### src/rtl/mem_arbiter_if.sv
`default_nettype none
// ============================================================================
// Module   : mem_arbiter_if
// Purpose  : Bus bundle between two masters, the arbiter and the memory port.
// Revision : 1.0 - initial release
// ============================================================================
interface mem_arbiter_if #(
  parameter int AW = 8,
  parameter int DW = 8
);
  logic          m0_req;
  logic          m1_req;
  logic          m0_write;
  logic          m1_write;
  logic [AW-1:0] m0_address;
  logic [AW-1:0] m1_address;
  logic [DW-1:0] m0_wdata;
  logic [DW-1:0] m1_wdata;
  logic          m0_gnt;
  logic          m1_gnt;
  logic          m0_done;
  logic          m1_done;
  logic [DW-1:0] m0_rdata;
  logic [DW-1:0] m1_rdata;
  logic [AW-1:0] address;
  logic          write;
  logic [DW-1:0] to_memory;
  logic [DW-1:0] from_memory;
  logic          owner;

  // Arbiter side
  modport slave (
    input  m0_req, m1_req, m0_write, m1_write, m0_address, m1_address,
           m0_wdata, m1_wdata, from_memory,
    output m0_gnt, m1_gnt, m0_done, m1_done, m0_rdata, m1_rdata,
           address, write, to_memory, owner
  );

  // Environment side: both masters plus the memory
  modport master (
    output m0_req, m1_req, m0_write, m1_write, m0_address, m1_address,
           m0_wdata, m1_wdata, from_memory,
    input  m0_gnt, m1_gnt, m0_done, m1_done, m0_rdata, m1_rdata,
           address, write, to_memory, owner
  );
endinterface
`default_nettype wire

### src/rtl/mem_arbiter.sv
`default_nettype none
// ============================================================================
// Module   : mem_arbiter
// Purpose  : Round-robin two-master arbiter for one memory port, with bursts.
// Revision : 1.0 - initial release
// ============================================================================
module mem_arbiter #(
  parameter int AW        = 8,
  parameter int DW        = 8,
  parameter int MAX_BURST = 4
) (
  input  logic          clk,
  input  logic          reset,
  mem_arbiter_if.slave  bus
);
  localparam int             c_beat_w   = $clog2(MAX_BURST + 1);
  localparam logic [c_beat_w-1:0] c_max_beat = c_beat_w'(MAX_BURST);
  localparam logic [c_beat_w-1:0] c_one_beat = c_beat_w'(1);

  localparam logic [1:0] c_idle   = 2'd0;
  localparam logic [1:0] c_access = 2'd1;
  localparam logic [1:0] c_resp   = 2'd2;

  logic [1:0]          state_q, state_d;
  logic                owner_q, owner_d;
  logic [c_beat_w-1:0] beat_q, beat_d;
  logic [AW-1:0]       address_q, address_d;
  logic                write_q, write_d;
  logic [DW-1:0]       to_memory_q, to_memory_d;
  logic                acc_write_q, acc_write_d;
  logic                m0_gnt_q, m0_gnt_d, m1_gnt_q, m1_gnt_d;
  logic                m0_done_q, m0_done_d, m1_done_q, m1_done_d;
  logic [DW-1:0]       m0_rdata_q, m0_rdata_d, m1_rdata_q, m1_rdata_d;

  logic arb_edge;
  logic any_req;
  logic in_burst;
  logic winner;

  // Arbitration decode; a zero beat count means nobody owns a burst yet
  always_comb begin
    arb_edge = (state_q == c_idle) || (state_q == c_resp);
    any_req  = bus.m0_req | bus.m1_req;
    in_burst = (owner_q ? bus.m1_req : bus.m0_req)
               && (beat_q != '0) && (beat_q < c_max_beat);
    if (bus.m0_req && !bus.m1_req) begin
      winner = 1'b0;
    end else if (bus.m1_req && !bus.m0_req) begin
      winner = 1'b1;
    end else begin
      winner = in_burst ? owner_q : ~owner_q;
    end
  end

  always_ff @(posedge clk or negedge reset) begin
    if (!reset) begin
      state_q     <= c_idle;
      owner_q     <= 1'b1;
      beat_q      <= '0;
      address_q   <= '0;
      write_q     <= 1'b0;
      to_memory_q <= '0;
      acc_write_q <= 1'b0;
      m0_gnt_q    <= 1'b0;
      m1_gnt_q    <= 1'b0;
      m0_done_q   <= 1'b0;
      m1_done_q   <= 1'b0;
      m0_rdata_q  <= '0;
      m1_rdata_q  <= '0;
    end else begin
      state_q     <= state_d;
      owner_q     <= owner_d;
      beat_q      <= beat_d;
      address_q   <= address_d;
      write_q     <= write_d;
      to_memory_q <= to_memory_d;
      acc_write_q <= acc_write_d;
      m0_gnt_q    <= m0_gnt_d;
      m1_gnt_q    <= m1_gnt_d;
      m0_done_q   <= m0_done_d;
      m1_done_q   <= m1_done_d;
      m0_rdata_q  <= m0_rdata_d;
      m1_rdata_q  <= m1_rdata_d;
    end
  end

  always_comb begin
    state_d = state_q;
    case (state_q)
      c_access:       state_d = c_resp;
      c_idle, c_resp: state_d = any_req ? c_access : c_idle;
      default:        state_d = c_idle;
    endcase
  end

  always_comb begin
    owner_d     = owner_q;
    beat_d      = beat_q;
    address_d   = address_q;
    write_d     = 1'b0;
    to_memory_d = to_memory_q;
    acc_write_d = acc_write_q;
    m0_done_d   = 1'b0;
    m1_done_d   = 1'b0;
    m0_rdata_d  = m0_rdata_q;
    m1_rdata_d  = m1_rdata_q;

    // Completion of the access now in RESP
    if (state_q == c_resp) begin
      if (owner_q) begin
        m1_done_d = 1'b1;
        if (!acc_write_q) m1_rdata_d = bus.from_memory;
      end else begin
        m0_done_d = 1'b1;
        if (!acc_write_q) m0_rdata_d = bus.from_memory;
      end
    end

    if (arb_edge && any_req) begin
      owner_d = winner;
      if (winner != owner_q) begin
        beat_d = c_one_beat;
      end else if (beat_q != c_max_beat) begin
        beat_d = beat_q + c_one_beat;
      end
      address_d   = winner ? bus.m1_address : bus.m0_address;
      to_memory_d = winner ? bus.m1_wdata   : bus.m0_wdata;
      write_d     = winner ? bus.m1_write   : bus.m0_write;
      acc_write_d = write_d;
    end

    m0_gnt_d = (state_d != c_idle) && !owner_d;
    m1_gnt_d = (state_d != c_idle) &&  owner_d;
  end

  assign bus.address   = address_q;
  assign bus.write     = write_q;
  assign bus.to_memory = to_memory_q;
  assign bus.owner     = owner_q;
  assign bus.m0_gnt    = m0_gnt_q;
  assign bus.m1_gnt    = m1_gnt_q;
  assign bus.m0_done   = m0_done_q;
  assign bus.m1_done   = m1_done_q;
  assign bus.m0_rdata  = m0_rdata_q;
  assign bus.m1_rdata  = m1_rdata_q;
endmodule
`default_nettype wire

### src/flat_wrapper.sv
// flat-port wrapper written by rule: the top's interface ports become plain ports
module mem_arbiter_flat 
#(
  parameter int AW        = 8,
  parameter int DW        = 8,
  parameter int MAX_BURST = 4
)
  (clk, reset, bus_m0_req, bus_m1_req, bus_m0_write, bus_m1_write, bus_m0_address, bus_m1_address, bus_m0_wdata, bus_m1_wdata, bus_from_memory, bus_m0_gnt, bus_m1_gnt, bus_m0_done, bus_m1_done, bus_m0_rdata, bus_m1_rdata, bus_address, bus_write, bus_to_memory, bus_owner);
  mem_arbiter_if #(.AW(AW), .DW(DW)) bus_i ();
  input  logic clk;
  input  logic reset;
  input wire logic [$bits(bus_i.m0_req)-1:0] bus_m0_req;
  input wire logic [$bits(bus_i.m1_req)-1:0] bus_m1_req;
  input wire logic [$bits(bus_i.m0_write)-1:0] bus_m0_write;
  input wire logic [$bits(bus_i.m1_write)-1:0] bus_m1_write;
  input wire logic [$bits(bus_i.m0_address)-1:0] bus_m0_address;
  input wire logic [$bits(bus_i.m1_address)-1:0] bus_m1_address;
  input wire logic [$bits(bus_i.m0_wdata)-1:0] bus_m0_wdata;
  input wire logic [$bits(bus_i.m1_wdata)-1:0] bus_m1_wdata;
  input wire logic [$bits(bus_i.from_memory)-1:0] bus_from_memory;
  output wire logic [$bits(bus_i.m0_gnt)-1:0] bus_m0_gnt;
  output wire logic [$bits(bus_i.m1_gnt)-1:0] bus_m1_gnt;
  output wire logic [$bits(bus_i.m0_done)-1:0] bus_m0_done;
  output wire logic [$bits(bus_i.m1_done)-1:0] bus_m1_done;
  output wire logic [$bits(bus_i.m0_rdata)-1:0] bus_m0_rdata;
  output wire logic [$bits(bus_i.m1_rdata)-1:0] bus_m1_rdata;
  output wire logic [$bits(bus_i.address)-1:0] bus_address;
  output wire logic [$bits(bus_i.write)-1:0] bus_write;
  output wire logic [$bits(bus_i.to_memory)-1:0] bus_to_memory;
  output wire logic [$bits(bus_i.owner)-1:0] bus_owner;
  assign bus_i.m0_req = bus_m0_req;
  assign bus_i.m1_req = bus_m1_req;
  assign bus_i.m0_write = bus_m0_write;
  assign bus_i.m1_write = bus_m1_write;
  assign bus_i.m0_address = bus_m0_address;
  assign bus_i.m1_address = bus_m1_address;
  assign bus_i.m0_wdata = bus_m0_wdata;
  assign bus_i.m1_wdata = bus_m1_wdata;
  assign bus_i.from_memory = bus_from_memory;
  assign bus_m0_gnt = bus_i.m0_gnt;
  assign bus_m1_gnt = bus_i.m1_gnt;
  assign bus_m0_done = bus_i.m0_done;
  assign bus_m1_done = bus_i.m1_done;
  assign bus_m0_rdata = bus_i.m0_rdata;
  assign bus_m1_rdata = bus_i.m1_rdata;
  assign bus_address = bus_i.address;
  assign bus_write = bus_i.write;
  assign bus_to_memory = bus_i.to_memory;
  assign bus_owner = bus_i.owner;
  mem_arbiter #(.AW(AW), .DW(DW), .MAX_BURST(MAX_BURST)) u_core (.clk(clk), .reset(reset), .bus(bus_i));
endmodule
### config.mk
export PLATFORM = sky130hd
export DESIGN_NAME = mem_arbiter_flat
export DESIGN_NICKNAME = d
export VERILOG_FILES = /design/src/rtl/mem_arbiter_if.sv /design/src/rtl/mem_arbiter.sv /design/src/flat_wrapper.sv
export SDC_FILE = /design/constraint.sdc
export NUM_CORES = 1
export LEC_CHECK = 0
export CELL_PAD_IN_SITES_DETAIL_PLACEMENT = 1
export CELL_PAD_IN_SITES_GLOBAL_PLACEMENT = 2
export CORE_UTILIZATION = 28
export CTS_CLUSTER_DIAMETER = 120
export DETAILED_ROUTE_END_ITERATION = 7
export PLACE_DENSITY = 0.8
export SYNTH_ARGS = -nofsm -noshare
export SYNTH_HDL_FRONTEND = slang
export SYNTH_SLANG_ARGS = --single-unit
### constraint.sdc
create_clock -name clk -period 3.35 [get_ports clk]
set_input_delay 0.5025 -clock clk [delete_from_list [all_inputs] [get_ports clk]]
set_output_delay 0.5025 -clock clk [all_outputs]
set_load 0.05 [all_outputs]
==> Yosys cells after proc, flatten, opt, wreduce, memory -nomap -nowiden <==
Cells that the tools add are included.
{ "word_totals": {"latchBits": 0, "regBits": 44, "ram_bits": 0, "wordCells": 58, "inputBits": 46, "out_inout_bits": 38, "mem_count": 0, "romBits": 0} }
{ "classes": {"addsub": 1, "div_mod_pow": 0, "eq_ne": 4, "n_bitwise": 3, "muxes": 17, "n_reduce_logical": 19, "n_lt_le_gt_ge": 1, "shifts": 0, "mul": 0} }
{ "ops": {"columns": ["op", "n"], "rows": [
  ["$mux W8", 2],
  ["$mux W1", 12],
  ["$logic_and A1 B1 Y1", 7],
  ["$mux W3", 2],
  ["$reduce_and A3 Y1", 2],
  ["$pmux W2 S2", 1],
  ["$reduce_bool A2 Y1", 2],
  ["$add A3 B1 Y3 const B", 1],
  ["$logic_not A1 Y1", 3],
  ["$lt A3 B3 Y1 const B", 1],
  ["$ne A3 B3 Y1 const B", 1],
  ["$reduce_bool A3 Y1", 1],
  ["$eq A2 B1 Y1 const B", 1],
  ["$eq A2 B2 Y1 const B", 1],
  ["$logic_not A2 Y1", 1],
  ["$not A1 Y1", 2],
  ["$reduce_and A2 Y1", 1],
  ["$reduce_or A2 Y1", 1],
  ["$logic_or A1 B1 Y1", 1],
  ["$ne A1 B1 Y1", 1],
  ["$or A1 B1 Y1", 1]
]} }

==> Longest topological paths before layout <==
Gate-level depths: netlist of run 1.
{ "depth": {"depth_word": 9, "ltp_mapped": 8, "mapped_depth_nobuf": 5} }

==> Worst setup path before layout of run 1 <==
No wires, ideal clock.
{ "synth_path": {"path_kind": "flip-flop to flip-flop", "startpoint": "reg u_core.owner_q (netlist: u_core.bus.owner)", "endpoint": "reg u_core.beat_q[2]", "t_required_ns": 3.214, "path_buffers": 1, "slack_ns": 1.561, "synth_period_minus_slack_ns": 1.789, "arrival_ns": 1.654, "setup_time_ns": 0.136, "path_stages_with_launch": 5, "path_cell_list": "dfstp_2 > buf_4 > mux2_2 > a211oi_1 > nor3_1"} }
{ "synth_between": {"elab_chain_len": 9, "word_cells_on_any_way": 11, "classes_between": "eq/ne: 1; mux: 5; bitwise: 1; reduce/logical: 4"} }
{ "synth_lines": {"columns": ["item", "line", "rtl"], "rows": [
  ["start: declaration", "mem_arbiter.sv:25", "logic owner_q, owner_d;"],
  ["start signal: assignment", "mem_arbiter.sv:72", "owner_q <= owner_d;"],
  ["$mux W1", "mem_arbiter.sv:44", "in_burst = (owner_q ? bus.m1_req : bus.m0_req)"],
  ["$logic_and A1 B1 Y1 (2 in a row)", "mem_arbiter.sv:45", "&& (beat_q != '0) && (beat_q < c_max_beat);"],
  ["$mux W1", "mem_arbiter.sv:51", "winner = in_burst ? owner_q : ~owner_q;"],
  ["$mux W1", "mem_arbiter.sv:48", "end else if (bus.m1_req && !bus.m0_req) begin"],
  ["$mux W1", "mem_arbiter.sv:46", "if (bus.m0_req && !bus.m1_req) begin"],
  ["$ne A1 B1 Y1 (*)", "mem_arbiter.sv:121", "if (winner != owner_q) begin"],
  ["$reduce_bool A2 Y1 (no line)", null, null],
  ["$reduce_and A2 Y1 (no line)", null, null],
  ["end signal: assignment", "mem_arbiter.sv:73", "beat_q <= beat_d;"],
  ["end: declaration", "mem_arbiter.sv:26", "logic [c_beat_w-1:0] beat_q, beat_d;"]
]} }
Every way passes the cells marked *; elsewhere a longest branch is shown, timed or not.
A chain may end at the register's enable or synchronous reset.

==> Worst setup path in the final report of run 1 <==
{ "layout_path": {"startpoint": "reg u_core.owner_q (netlist: u_core.bus.owner)", "endpoint": "out bus_owner"} }
{ "layout_lines": {"columns": ["item", "line", "rtl"], "rows": [
  ["end: declaration", "flat_wrapper.sv:30", "output wire logic [$bits(bus_i.owner)-1:0] bus_owner;"]
]} }
No word-level cell between the ends.

==> impl_metrics.py, run 1 <==
metrics = {
    "outcome": {
        "status": "finished, final reports clean",
    },
    "hold_path": {
        "holdCritPathClass": "primary input to asynchronous set/reset pin",
    },
    "worst_setup_path": {
        "path_class": "flop to primary output",
        "worst-path-buf-inv": 1,
        "cp_data_arrival_time_ns": 1.88,
        "worstPathMaxFanout": 13,
        "cp_slowest_cell": "clkdlybuf4s50_1",
        "worst_ep_required_time_ns": 2.85,
        "worst_setup_path_end_kind": "primary output",
        "max_stage_delay_ns": 0.87,
        "worstSetupStartpointType": "flop",
        "cp_top_family": "buffers and inverters",
        "crit_chain": "clkdlybuf4s50_1",
    },
    "clock_tree": {
        "clock-sinks": 44,
        "clock_path_buffers": 2,
        "ctsRootBufferMaster": "clkbuf_8",
        "cts_resized": 0,
        "cts_tree": "yes",
        "htreeDepth": 2,
        "cts_hold_buf": 0,
        "postCtsSetupBuffers": 0,
        "clk_pin_slew_ns": 0.08,
        "insertion_delay_ns": 0.30,
        "numCtsBuffers": 5,
    },
    "finish": {
        "diodes": 0,
        "seqCellArea_sq_mm": 0.001102,
        "final_util": 0.4225,
        "final_nets": 308,
        "final_cell_area_sq_mm": 0.003064,
        "fill_cells": 806,
        "multi_input_area_sq_um": 867.1,
        "areaGrowthSynthToFinish_pct": 45.60,
        "layout-drive-gt1-share": 0.08429,
    },
    "sta": {
        "slew_violations": 0,
        "worstMarginPinSlew_ns": 0.9966,
        "min_period_ns": 2.386,
        "fin_worst_skew_ns": 0.005582,
        "hold_viol_final": 0,
        "fmax_mhz": 419.1,
        "setup_violations": 0,
        "tns_ns": 0,
        "fin_crit_sh": 0.7123,
        "rsz0062_at_grt": "false",
        "slew_headroom": 0.3356,
    },
    "logic_synthesis": {
        "yosysUniqueCellTypes": 38,
        "synth_fp_nets": 234,
        "avgSynthCellArea_sq_um": 11.31,
        "synth.cells.most_frequent": "dfrtp_1 (43), nor2_1 (19), a31oi_1 (17), nand4_1 (17), o31ai_1 (17)",
        "yosysSeqAreaShare": 0.5238,
        "synth.yosys.warnings": 0,
        "synth.area.top_cells": "dfrtp_1 (51%), mux2_1 (7.0%), o31ai_1 (6.1%)",
        "ys.flop_type": "dfrtp_1",
        "synth_edf_count": 0,
        "synth_top_area_share": 0.5113,
        "yosysMostFrequentCell": "dfrtp_1",
        "synth-seq-cells": 44,
        "synthCells": 186,
        "async_flop_share": 1.000,
        "netlist_area_sq_mm": 0.002105,
        "yosys.area.top_type": "dfrtp_1",
    },
    "power_and_ir_drop": {
        "p_total_w": 0.002886,
        "powerDensity_mw_per_mm2": 941.9,
        "peakVddDrop_uv": 261.6,
        "leakage_nw": 1.252,
    },
    "floorplanning": {
        "initial_core_util": 0.2902,
        "die-height_um": 88.70,
        "die_x_um": 88.70,
        "rows": 31,
        "die_area_sq_mm": 0.007867,
        "io_pins": 84,
        "core_sq_mm": 0.007253,
    },
    "routing": {
        "wl_per_cell_um": 16.26,
        "antenna_left": 0,
        "drt_pass1_iterations": 4,
        "vias": 1751,
        "drt_wl_total_um": 5852,
        "vias_per_cell": 4.864,
        "drtIter0Drc": 60,
        "drc": 0,
    },
    "grt": {
        "grt_use_met2": 0.2797,
        "grt-ovfl-total": 0,
        "grt_pass1_wl_um": 9018,
        "antenna_found_initial": 0,
        "grt_max_degree": 45,
        "grt_pass1_vias": 1764,
        "busiest_layer": "met2",
        "grt_use_total": 0.1531,
        "grtUsageMet1": 0.1807,
        "met3_usage": 0.03172,
    },
    "place": {
        "placed_area_sq_mm": 0.002953,
        "io_buffers": 83,
        "dpl.hpwl_um": 4229,
        "gp_congestion": 0.7448,
    },
    "flow_run": {
        "max-cap-violations": 0,
    },
}
cell usage in the layout (no fill, tap or decap), types with 4 or more instances in the layout:
cell type         n
a21oi_1           5
nor2_1           19
nand4_1          17
dfrtp_1          43
a31oi_1          17
mux2_2            4
clkdlybuf4s50_1  82
mux2_1           13
clkbuf_8          5
o31ai_1          17
sequential cells by signal (all words and copies together) (netlist names):
| register | count |
|---|---|
| u_core.bus.m1_gnt | 1 |
| u_core.bus.owner | 1 |
| u_core.acc_write_q | 1 |
| u_core.bus.address | 8 |
| u_core.bus.write | 1 |
| u_core.bus.m1_done | 1 |
| u_core.bus.m0_gnt | 1 |
| u_core.bus.m0_rdata | 8 |
| u_core.bus.to_memory | 8 |
| u_core.bus.m0_done | 1 |
| u_core.bus.m1_rdata | 8 |
| u_core.beat_q | 3 |
| u_core.state_q | 2 |
layer usage:
metal | up-vias | share of wire
met5 | - | 0
met4 | 0 | 0.011
met3 | 5 | 0.058
met2 | 62 | 0.52
met1 | 843 | 0.41
li1 | 841 | -
final cells by class:
type	instances	area share
multi-input combinational	120	0.2830
sequential	44	0.3597
inverter	3	0.003675
timing repair buffer	86	0.2768
clock inverter	3	0.01388
clock buffer	5	0.02246
tap	99	0.04042
cell families (layout without fill, tap and decap cells):
kind of cell    after synthesis  in the layout  share of synthesized area
compound gates               48             48                     0.1617
fa+ha+maj                     2              2                    0.01189
buf+inv                      22             97                    0.06420
flops                        44             44                     0.5238
mux                          18             18                    0.09572
simple gates                 52             52                     0.1427
worst register-to-register path, stage by stage (launching register included):
cell and delay [ns]:
dfrtp_1 0.39, inv_1 0.07, ha_1 0.32, o211ai_2 0.73
nand3_1 0.26, a22o_1 0.27
through the flow:
stage	hold slack, ns	setup WS (ns)	cells
after detailed placement	0.4755	0.8539	352
after global routing	0.4510	0.8951	360
after CTS	0.3991	0.9366	360
final	0.3642	0.9637	360
after global placement	0.4580	0.9315	352
after floorplan	0.2069	1.561	186
worst paths after layout:
| check | slack, ns | depth (start not counted) | startpoint | to |
|---|---|---|---|---|
| worst max-delay path | 0.96 | 1 | u_core.bus.owner | bus_owner |
| worst min-delay path | 0.36 | 1 | reset | u_core.bus.m1_gnt |
| worst max register to register | 1.19 | 5 | u_core.beat_q[0] | u_core.bus.m0_gnt |
| worst min register to register | 0.49 | 1 | u_core.state_q[1] | u_core.state_q[1] |
| max in group asynchronous | 2.37 | 1 | reset | u_core.bus.to_memory[0] |
| min in group clk | 0.49 | 1 | u_core.state_q[1] | u_core.state_q[1] |
power breakdown:
part / switching [W] / internal [W]
Sequential: 0.000146 / 0.000740
Clock: 0.000185 / 0.000221
Combinational: 0.00104 / 0.000556
Total: 0.00137 / 0.00152
Power figures use the tool's default switching activity.
==> run 2, diff against run 1 <==
Settings changed: CORE_UTILIZATION 28 to 26, PLACE_DENSITY 0.8 to 0.75.
Clock period 3.35 ns to 2.49 ns, I/O delays scaled along.
==> impl_metrics.py, run 2 (synthesized netlist as in run 1, its figures left out) <==
metrics = {
    "worst_setup_path": {
        "crit_chain": "clkdlybuf4s50_1",
        "path_class": "flop to primary output",
        "cp_top_family": "buffers and inverters",
        "worstPathMaxFanout": 13,
        "worstSetupStartpointType": "flop",
        "r2r_slack_ns": 0.49,
        "max_stage_delay_ns": 0.87,
        "rr_worst_depth": 5,
        "worst-path-buf-inv": 1,
        "cp_slowest_cell": "clkdlybuf4s50_1",
        "cp_data_arrival_time_ns": 1.87,
        "r2r_start": "u_core.beat_q[0]",
        "startpoint": "u_core.bus.owner",
        "worst_ep_required_time_ns": 2.12,
        "worstSetupEndpoint": "bus_owner",
        "cp.depth": 1,
        "worst_setup_path_end_kind": "primary output",
        "worstReg2RegEnd": "u_core.bus.m0_gnt",
    },
    "floorplanning": {
        "die_x_um": 91.97,
        "die_area_sq_mm": 0.008458,
        "initial_core_util": 0.2709,
        "core_sq_mm": 0.007767,
        "die-height_um": 91.97,
        "rows": 32,
        "io_pins": 84,
    },
    "routing": {
        "drt_wl_total_um": 5788,
        "drtIter0Drc": 73,
        "vias": 1790,
        "vias_per_cell": 4.812,
        "antenna_left": 0,
        "drc": 0,
        "drt_pass1_iterations": 4,
        "wl_per_cell_um": 15.56,
    },
    "power_and_ir_drop": {
        "comb_power_share": 0.556,
        "leakage_nw": 1.297,
        "p_total_w": 0.003882,
        "swShare": 0.4677,
        "powerDensity_mw_per_mm2": 1237,
        "seqPwrFrac": 0.305,
        "p_sw_w": 0.001816,
        "peakVddDrop_uv": 297.0,
        "internal_power_w": 0.002066,
        "clkPwrFrac": 0.139,
    },
    "sta": {
        "min_period_ns": 2.244,
        "slew_violations": 0,
        "setup_violations": 0,
        "fmax_mhz": 445.6,
        "fin_worst_skew_ns": 0.006414,
        "fin_crit_sh": 0.9013,
        "hold_viol_final": 0,
        "rsz0062_at_grt": "false",
        "slew_headroom": 0.4100,
        "tns_ns": 0,
        "worstMarginPinSlew_ns": 0.8824,
    },
    "finish": {
        "mostFrequentLayoutCells": "clkdlybuf4s50_1 (82), dfrtp_1 (43), nor2_1 (19)",
        "layout-drive-gt1-share": 0.1111,
        "fill_cells": 864,
        "diodes": 0,
        "layout_commonest_cell": "clkdlybuf4s50_1",
        "areaGrowthSynthToFinish_pct": 49.11,
        "seqCellArea_sq_mm": 0.001102,
        "final_cell_area_sq_mm": 0.003138,
        "multi_input_area_sq_um": 867.1,
        "final_nets": 317,
    },
    "flow_run": {
        "max-cap-violations": 0,
    },
    "place": {
        "dpl.hpwl_um": 4375,
        "placed_area_sq_mm": 0.003017,
        "io_buffers": 83,
        "gp_congestion": 0.6851,
    },
    "clock_tree": {
        "numCtsBuffers": 5,
        "cts_tree": "yes",
        "insertion_delay_ns": 0.29,
        "clock_path_buffers": 2,
        "ctsRootBufferMaster": "clkbuf_8",
        "clock-sinks": 44,
        "clk_pin_slew_ns": 0.08,
        "htreeDepth": 2,
    },
    "grt": {
        "grt_max_degree": 24,
        "grt_use_total": 0.1451,
        "grt_pass1_vias": 1893,
        "grt_pass1_wl_um": 9632,
        "grt-ovfl-total": 0,
        "antenna_found_initial": 0,
    },
    "hold_path": {
        "holdCritPathClass": "primary input to asynchronous set/reset pin",
    },
    "outcome": {
        "status": "finished, final reports clean",
    },
}
run 2: cell count changes in the layout (fill, tap and decap cells not counted), sizes merged:
cell         previous run  this run
dlygate4sd3             0         1
buf                     4        12
run 2: stage by stage:
stage,utilization,setup WS [ns],std cells,hold WS (ns)
floorplan,-,0.7006,186,0.07791
CTS,0.4040,0.2285,372,0.4845
detailed placement,0.3884,0.3743,363,0.2630
global placement,0.3884,0.4083,363,0.2601
global route,0.4040,0.1812,372,0.5053
finish,0.4040,0.2458,372,0.4832
run 2: power by group through the flow:
stage / registers, W / clock network [W] / logic (W)
final: 0.00118 / 0.000539 / 0.00216
after detailed placement: 0.00121 / 0 / 0.00217
after CTS: 0.00119 / 0.000562 / 0.00218
after global routing: 0.00123 / 0.000584 / 0.00229
after floorplan: 0.00201 / 0 / 0.000632
after global placement: 0.00120 / 0 / 0.00215
run 2: worst min path at each step:
stage / from / endpoint / slack [ns] / depth (start not counted)
2_1_floorplan: reset / u_core.acc_write_q / 0.08 / 0
5_1_grt: reset / u_core.bus.m1_rdata[4] / 0.51 / 2
3_3_place_gp: reset / u_core.bus.m1_gnt / 0.26 / 1
4_1_cts: reset / u_core.bus.m1_rdata[4] / 0.48 / 2
6_report: reset / u_core.bus.m1_rdata[4] / 0.48 / 2
3_5_place_dp: reset / u_core.bus.m0_gnt / 0.26 / 1
run 2: metal layers:
| metal | share of wire | global-route usage |
|---|---|---|
| met2 | 0.52 | 0.2624 |
| met4 | 0.0079 | 0.02734 |
| met5 | 0 | 0 |
| met1 | 0.43 | 0.1767 |
| met3 | 0.046 | 0.03234 |
run 2: repair_timing:
action                    in CTS  in global routing
hold endpoints to repair       9                  0
setup buffers                  0                  0
hold buffers                   1                  0
gates resized for setup        0                  0
run 2: layout make-up:
type / count / area share
Tap cell: 102 / 0.04067
Sequential cell: 44 / 0.3513
Timing Repair Buffer: 95 / 0.2927
Clock inverter: 3 / 0.01356
Inverter: 3 / 0.003589
Multi-Input combinational cell: 120 / 0.2763
Clock buffer: 5 / 0.02193
